## config.mk

```make
export PLATFORM = sky130hd
export DESIGN_NAME = ahb_master_arbiter
export DESIGN_NICKNAME = d
export VERILOG_FILES = /design/src/rtl/ahb_arb_pkg.sv /design/src/rtl/ahb_rr_arb2.sv /design/src/rtl/ahb_master_arbiter.sv
export SDC_FILE = /design/constraint.sdc
export NUM_CORES = 1
export LEC_CHECK = 0
export CAP_MARGIN = 25
export CORE_ASPECT_RATIO = 1.5
export CORE_MARGIN = 2
export CORE_UTILIZATION = 38
export DETAILED_ROUTE_END_ITERATION = 10
export HOLD_SLACK_MARGIN = 0.03
export PLACE_DENSITY = 0.88
export SYNTH_ARGS = -nofsm -noshare
export SYNTH_HDL_FRONTEND = slang
export SYNTH_SLANG_ARGS = --single-unit
```

## constraint.sdc

```tcl
create_clock -name hclk -period 1.8 [get_ports hclk]
set_input_delay 0.27 -clock hclk [delete_from_list [all_inputs] [get_ports hclk]]
set_output_delay 0.27 -clock hclk [all_outputs]
set_load 0.05 [all_outputs]
```

## src/rtl/ahb_arb_pkg.sv

```systemverilog
// Shared constants and types for the two-requester AHB-Lite master arbiter.
package ahb_arb_pkg;

  localparam logic [1:0] HTRANS_IDLE   = 2'b00;
  localparam logic [1:0] HTRANS_NONSEQ = 2'b10;

  localparam logic [3:0] HPROT_FETCH = 4'b0010;
  localparam logic [3:0] HPROT_DATA  = 4'b0011;

  localparam logic [2:0] HSIZE_WORD = 3'b010;

  typedef enum logic [1:0] {
    ARB_IDLE,
    ARB_ADDR,
    ARB_DATA
  } arb_state_t;

  typedef enum logic {
    OWNER_FETCH = 1'b0,
    OWNER_LSU   = 1'b1
  } owner_t;

endpackage

```

## src/rtl/ahb_rr_arb2.sv

```systemverilog
// Two-way round-robin picker: on a tie the requester not granted last wins.
module ahb_rr_arb2
  import ahb_arb_pkg::*;
(
  input  logic       hclk,
  input  logic       hresetn,
  input  logic [1:0] req,
  input  logic       update,
  output owner_t     grant
);

  owner_t last_q;

  // NOTE: sequential state uses non-blocking assignments so every flop samples pre-edge values.
  always_ff @(posedge hclk) begin
    if (!hresetn) begin
      last_q <= OWNER_LSU;
    end else if (update) begin
      last_q <= grant;
    end
  end

  // NOTE: a default assignment first keeps this block free of inferred latches.
  always_comb begin
    grant = OWNER_FETCH;
    if (req == 2'b11) begin
      grant = (last_q == OWNER_LSU) ? OWNER_FETCH : OWNER_LSU;
    end else if (req[1]) begin
      grant = OWNER_LSU;
    end
  end

endmodule

```

## src/rtl/ahb_master_arbiter.sv

```systemverilog
// Shares one AHB-Lite master port between fetch and LSU with non-pipelined single transfers.
// Optional data-phase watchdog enabled by defining ARB_TIMEOUT_EN.
module ahb_master_arbiter
  import ahb_arb_pkg::*;
#(
  parameter int unsigned ADDR_W         = 32,
  parameter int unsigned DATA_W         = 32,
  parameter int unsigned TIMEOUT_CYCLES = 16
) (
  input  logic              hclk,
  input  logic              hresetn,
  input  logic              i_req,
  input  logic [ADDR_W-1:0] i_addr,
  output logic              i_ack,
  output logic [DATA_W-1:0] i_rdata,
  output logic              i_err,
  input  logic              d_req,
  input  logic              d_write,
  input  logic [ADDR_W-1:0] d_addr,
  input  logic [2:0]        d_size,
  input  logic [DATA_W-1:0] d_wdata,
  input  logic              d_signed,
  output logic              d_ack,
  output logic [DATA_W-1:0] d_rdata,
  output logic              d_err,
  output logic [ADDR_W-1:0] haddr,
  output logic [1:0]        htrans,
  output logic              hwrite,
  output logic [2:0]        hsize,
  output logic [3:0]        hprot,
  output logic [DATA_W-1:0] hwdata,
  output logic              is_signed,
  input  logic [DATA_W-1:0] hrdata,
  input  logic              hready,
  input  logic              hresp,
  output logic              owner,
  output logic              busy
);

  arb_state_t        state_q, state_d;
  owner_t            owner_q;
  owner_t            grant;
  logic [DATA_W-1:0] wdata_q;
  logic              start;
  logic              timeout;
  logic              done;

  assign start = i_req | d_req;

  ahb_rr_arb2 u_rr (
    .hclk    (hclk),
    .hresetn (hresetn),
    .req     ({d_req, i_req}),
    .update  ((state_q == ARB_IDLE) && start),
    .grant   (grant)
  );

`ifdef ARB_TIMEOUT_EN
  localparam int unsigned CNT_W = $clog2(TIMEOUT_CYCLES + 1);

  logic [CNT_W-1:0] wait_cnt;

  // Held at zero outside DATA, so it is already clear on entry.
  always_ff @(posedge hclk) begin
    if (!hresetn || (state_q != ARB_DATA)) begin
      wait_cnt <= '0;
    end else if (!hready) begin
      wait_cnt <= wait_cnt + CNT_W'(1);
    end
  end

  assign timeout = (state_q == ARB_DATA) && !hready && (wait_cnt == CNT_W'(TIMEOUT_CYCLES));
`else
  logic unused_timeout_cfg;

  assign timeout            = 1'b0;
  assign unused_timeout_cfg = (TIMEOUT_CYCLES == 0);
`endif

  // A real completion wins over the watchdog; reset suppresses any ack in flight.
  assign done = hresetn && (state_q == ARB_DATA) && (hready || timeout);

  always_ff @(posedge hclk) begin
    if (!hresetn) begin
      state_q <= ARB_IDLE;
    end else begin
      state_q <= state_d;
    end
  end

  always_comb begin
    state_d = state_q;
    unique case (state_q)
      ARB_IDLE: if (start)            state_d = ARB_ADDR;
      ARB_ADDR: if (hready)           state_d = ARB_DATA;
      ARB_DATA: if (hready || timeout) state_d = ARB_IDLE;
      default:                        state_d = ARB_IDLE;
    endcase
  end

  // Registered bus side: attributes latched at grant, wdata moved to hwdata on the address handshake.
  always_ff @(posedge hclk) begin
    if (!hresetn) begin
      owner_q   <= OWNER_FETCH;
      haddr     <= '0;
      htrans    <= HTRANS_IDLE;
      hwrite    <= 1'b0;
      hsize     <= '0;
      hprot     <= '0;
      is_signed <= 1'b0;
      hwdata    <= '0;
      wdata_q   <= '0;
    end else begin
      unique case (state_q)
        ARB_IDLE: begin
          if (start) begin
            owner_q <= grant;
            htrans  <= HTRANS_NONSEQ;
            if (grant == OWNER_LSU) begin
              haddr     <= d_addr;
              hwrite    <= d_write;
              hsize     <= d_size;
              hprot     <= HPROT_DATA;
              is_signed <= d_signed;
              wdata_q   <= d_write ? d_wdata : '0;
            end else begin
              haddr     <= i_addr;
              hwrite    <= 1'b0;
              hsize     <= HSIZE_WORD;
              hprot     <= HPROT_FETCH;
              is_signed <= 1'b0;
              wdata_q   <= '0;
            end
          end
        end
        ARB_ADDR: begin
          if (hready) begin
            htrans <= HTRANS_IDLE;
            hwdata <= wdata_q;
          end
        end
        default: ;
      endcase
    end
  end

  assign owner = owner_q;
  assign busy  = (state_q != ARB_IDLE);

  // Completion is returned combinationally in the final data-phase cycle.
  always_comb begin
    i_ack   = 1'b0;
    i_rdata = '0;
    i_err   = 1'b0;
    d_ack   = 1'b0;
    d_rdata = '0;
    d_err   = 1'b0;
    if (done) begin
      if (owner_q == OWNER_LSU) begin
        d_ack   = 1'b1;
        d_rdata = timeout ? '0 : hrdata;
        d_err   = timeout | hresp;
      end else begin
        i_ack   = 1'b1;
        i_rdata = timeout ? '0 : hrdata;
        i_err   = timeout | hresp;
      end
    end
  end

endmodule

```

==> summary.md <==
| Metric | Value |
|---|---|
| Kind of launch point of the worst setup path | `flip-flop` |
| Height of the die | `140.0 um` |
| Sum of routed wire length over all layers | `18740 um` |
| Number of flip-flops and latches in the synthesized netlist | `107` |
| CTS buffer count | `9` |
| Sequence of cells on the critical path | `nand4b_1 -> nor2_2 -> buf_12 -> and2_2 -> buf_12` |
| Max Transition Viols Final | `0` |
| Most common cell after layout, fill and taps aside | `sky130_fd_sc_hd__clkdlybuf4s50_1` |
| Flip-flop cell with the highest count after synthesis | `sky130_fd_sc_hd__dfxtp_1` |
| Required @ worst endpoint | `1.53 ns` |
| Clock period minus final worst setup slack | `1.959 ns` |
| FFs w/ async S/R, synth | `0` |
| Leak pwr | `3.902 nW` |
| Initial DRT Pass Iterations | `4` |
| Top cell by count, worst path | `sky130_fd_sc_hd__buf_12` |
| Number of setup violations in the final report | `67` |
| Largest area contributor in the synthesized netlist | `sky130_fd_sc_hd__dfxtp_1` |
| Number of warnings printed during yosys synthesis | `0` |
| Post-detailed-placement half-perimeter wirelength | `13330 um` |
| Hold-fix buffer count after cts | `0` |
| Vias per inst | `5.406` |
| Tot GR Track Use | `0.2740` |
| Final worst slack | `-0.1589 ns` |
| Layout-stage area growth over the synthesis result | `93.16%` |
| Slowest stage cell, crit path | `sky130_fd_sc_hd__dfxtp_4` |
| Max_slew headroom | `0.5845` |
| Net switching power | `1.988 mW` |
| Pin count of the biggest net entering global routing | `47` |
| Syn avg cell area | `7.821 um^2` |
| Yosys top cell area share | `0.4573` |
| Total core area | `12020 um^2` |
| Boundary pin count | `284` |
| Transition time at the pin with the least slew margin | `0.6233 ns` |
| Number of remaining DRC errors | `0` |
| Class of the worst hold path | `input port to flip-flop` |
| Final Skew | `0.01167 ns` |
| Post-layout net count | `1004` |
| Fraction of the cycle the final worst path needs | `1.088` |
| Die width | `94.66 um` |
| Setup repair after global routing missed its margin | `true` |
| Die ar. | `13250 um^2` |
| CP endpoint kind | `primary output` |
| Switching share of power | `0.3214` |
| Gate family responsible for the most delay along the worst path | `simple AND/OR/NAND/NOR gates` |
| Int Power | `4.198 mW` |
| Cell count after synthesis | `599` |
| Post-layout instance area | `9049 um^2` |
| Maximum frequency from static timing analysis | `0.5105 GHz` |
| Max Cap Viol | `0` |
| Number of port buffers | `280` |
| Cell area after placement | `8391 um^2` |
| Area contributors post-synth | `sky130_fd_sc_hd__dfxtp_1, sky130_fd_sc_hd__a21oi_1, sky130_fd_sc_hd__nand2_1` |
| Area of the mapped netlist | `4684 um^2` |
| Worst vdd rail ir drop | `623.6 uV` |
| Crit path largest cell delay | `0.34 ns` |
| Wire length per cell | `18.32 um` |
| Number of enable flip-flop cells after synthesis | `0` |
| TritonCTS clock tree | `yes` |
| Synth cell types | `27` |
| Clock latency at the later pin of the worst-skew pair | `0.35 ns` |
| Final Hold Violating Endpoints | `0` |
| Category of the critical setup timing path | `flip-flop to primary output` |
| Clock sink total | `107` |
| Longest Clk Path Bufs | `2` |
| Placer's final routability congestion estimate | `0.8513` |
| Number of rows created at floorplan | `49` |
| Violated checks | `setup timing` |
| Signal arrival time at the worst endpoint | `1.69 ns` |
| Power share of the clock group | `0.313` |
| Remaining antenna violation count after routing | `0` |
| Pre-CTS worst setup slack | `-0.1532 ns` |
| Antenna Diode Count | `0` |
| Share of cells above drive strength 1 | `0.2529` |
| Initial detailed-routing violation count | `286` |
| Via count | `5530` |
| Result of the run | `complete, but fails checks` |
| Initial antenna violation count | `0` |
| Relative contribution of sequential cells to total power | `0.416` |
| Clock-pin transition on the worst setup and hold timing paths | `0.07 ns` |
| Worst-path maximum fanout | `34` |
| Power Density | `683.7 nW/um^2` |
| Via count of the first global-routing pass | `5367` |
| Comb pwr share | `0.271` |
| Starting density of the core | `0.3898` |
| Sum of negative setup slack | `-8.171 ns` |
| GRT Residual Overflow | `0` |
| Share of synthesized area occupied by flip-flops and latches | `0.4573` |
| H-tree depth | `3` |
| Cell chosen for the clock root | `sky130_fd_sc_hd__clkbuf_16` |
| First-pass GRT wire length | `28450 um` |
| Commonest non-fill, non-tap cells in the layout | `sky130_fd_sc_hd__clkdlybuf4s50_1, sky130_fd_sc_hd__nand2_1, sky130_fd_sc_hd__dfxtp_1, sky130_fd_sc_hd__a21oi_1, sky130_fd_sc_hd__buf_12` |
| WP buf/inv | `2` |
registers in the layout, indices dropped and copies added (netlist names):
signal / count
is_signed: 1
wdata_q: 32
state_q: 2
hwrite: 1
haddr: 32
htrans: 1
hsize: 3
u_rr.last_q: 1
hprot: 2
hwdata: 32
synth_stat cells (3+ instances only):
cell,n
sky130_fd_sc_hd__a21oi_1,102
sky130_fd_sc_hd__a311oi_1,32
sky130_fd_sc_hd__and2_1,66
sky130_fd_sc_hd__buf_2,18
sky130_fd_sc_hd__buf_4,7
sky130_fd_sc_hd__clkbuf_1,38
sky130_fd_sc_hd__dfxtp_1,107
sky130_fd_sc_hd__inv_1,3
sky130_fd_sc_hd__nand2_1,130
sky130_fd_sc_hd__nand3_1,3
sky130_fd_sc_hd__nand4_1,35
sky130_fd_sc_hd__nor2_1,5
sky130_fd_sc_hd__o21ai_0,35
sky130_fd_sc_hd__o21ai_1,3
worst paths after layout:
check	start	endpoint	slack, ns	cells after the start
worst min-delay path	hresetn	u_rr.last_q$_SDFFE_PN1P_	0.30	3
worst max-delay path	state_q[0]$_SDFFE_PN0P_	i_rdata[28]	-0.16	5
worst max register to register	state_q[0]$_SDFFE_PN0P_	haddr[27]$_SDFFE_PN0P_	0.22	5
worst min register to register	wdata_q[17]$_SDFFE_PN0P_	hwdata[17]$_SDFFE_PN0P_	0.45	2
worst reg2reg max path: stages, from the launching register on:
cell	delay (ns)
sky130_fd_sc_hd__dfxtp_4	0.34
sky130_fd_sc_hd__buf_4	0.15
sky130_fd_sc_hd__nor2_4	0.09
sky130_fd_sc_hd__buf_4	0.42
sky130_fd_sc_hd__a21oi_1	0.18
sky130_fd_sc_hd__a311oi_1	0.31
cells by family after synthesis:
group           Yosys count  share of synthesized area
flops                   107                     0.4573
compound gates          178                     0.2204
other cells               1                  0.0008005
simple gates            246                     0.2572
buf+inv                  67                    0.06437
area by class of cell:
class / instances / area [um^2]
Sequential cell: 107 / 2148
Multi-Input combinational cell: 427 / 2429
Fill cell: 785 / 2968
Clock inverter: 6 / 57.56
Tap cell: 153 / 191.4
Inverter: 3 / 12.51
Timing Repair Buffer: 317 / 3971
Clock buffer: 10 / 239.0
routing by layer:
layer / vias up / GRT usage / share of wire
met1: 2580 / 0.3178 / 0.36
li1: 2608 / - / -
met4: 0 / 0.1472 / 0.051
met2: 284 / 0.4535 / 0.51
met3: 58 / 0.07208 / 0.082
met5: - / 0 / 0
per-stage QoR:
step	total power, mW	utilization	std cells	hold slack, ns
after floorplan	3.525	-	601	0.3418
after global placement	4.262	0.6983	999	0.4333
after detailed placement	4.289	0.6983	999	0.4402
after CTS	6.228	0.7373	1021	0.4509
after global routing	6.422	0.7530	1023	0.3204
final	6.187	0.7530	1023	0.2976
power groups by stage:
stage               Combinational [mW]  Clock, mW  Sequential (mW)
floorplan                        0.531          0             2.99
global placement                  1.64          0             2.63
detailed placement                1.66          0             2.63
CTS                               1.67       1.98             2.58
global route                      1.78       2.06             2.59
finish                            1.67       1.94             2.58
timing repair:
action | in CTS | in global routing
pin swaps | 4 | 25
resized for setup | 45 | 55
buffers inserted | 4 | 0
setup endpoints to repair | 68 | 99
cloned | 2 | 2
No activity file was read; power rests on OpenSTA's default activity.
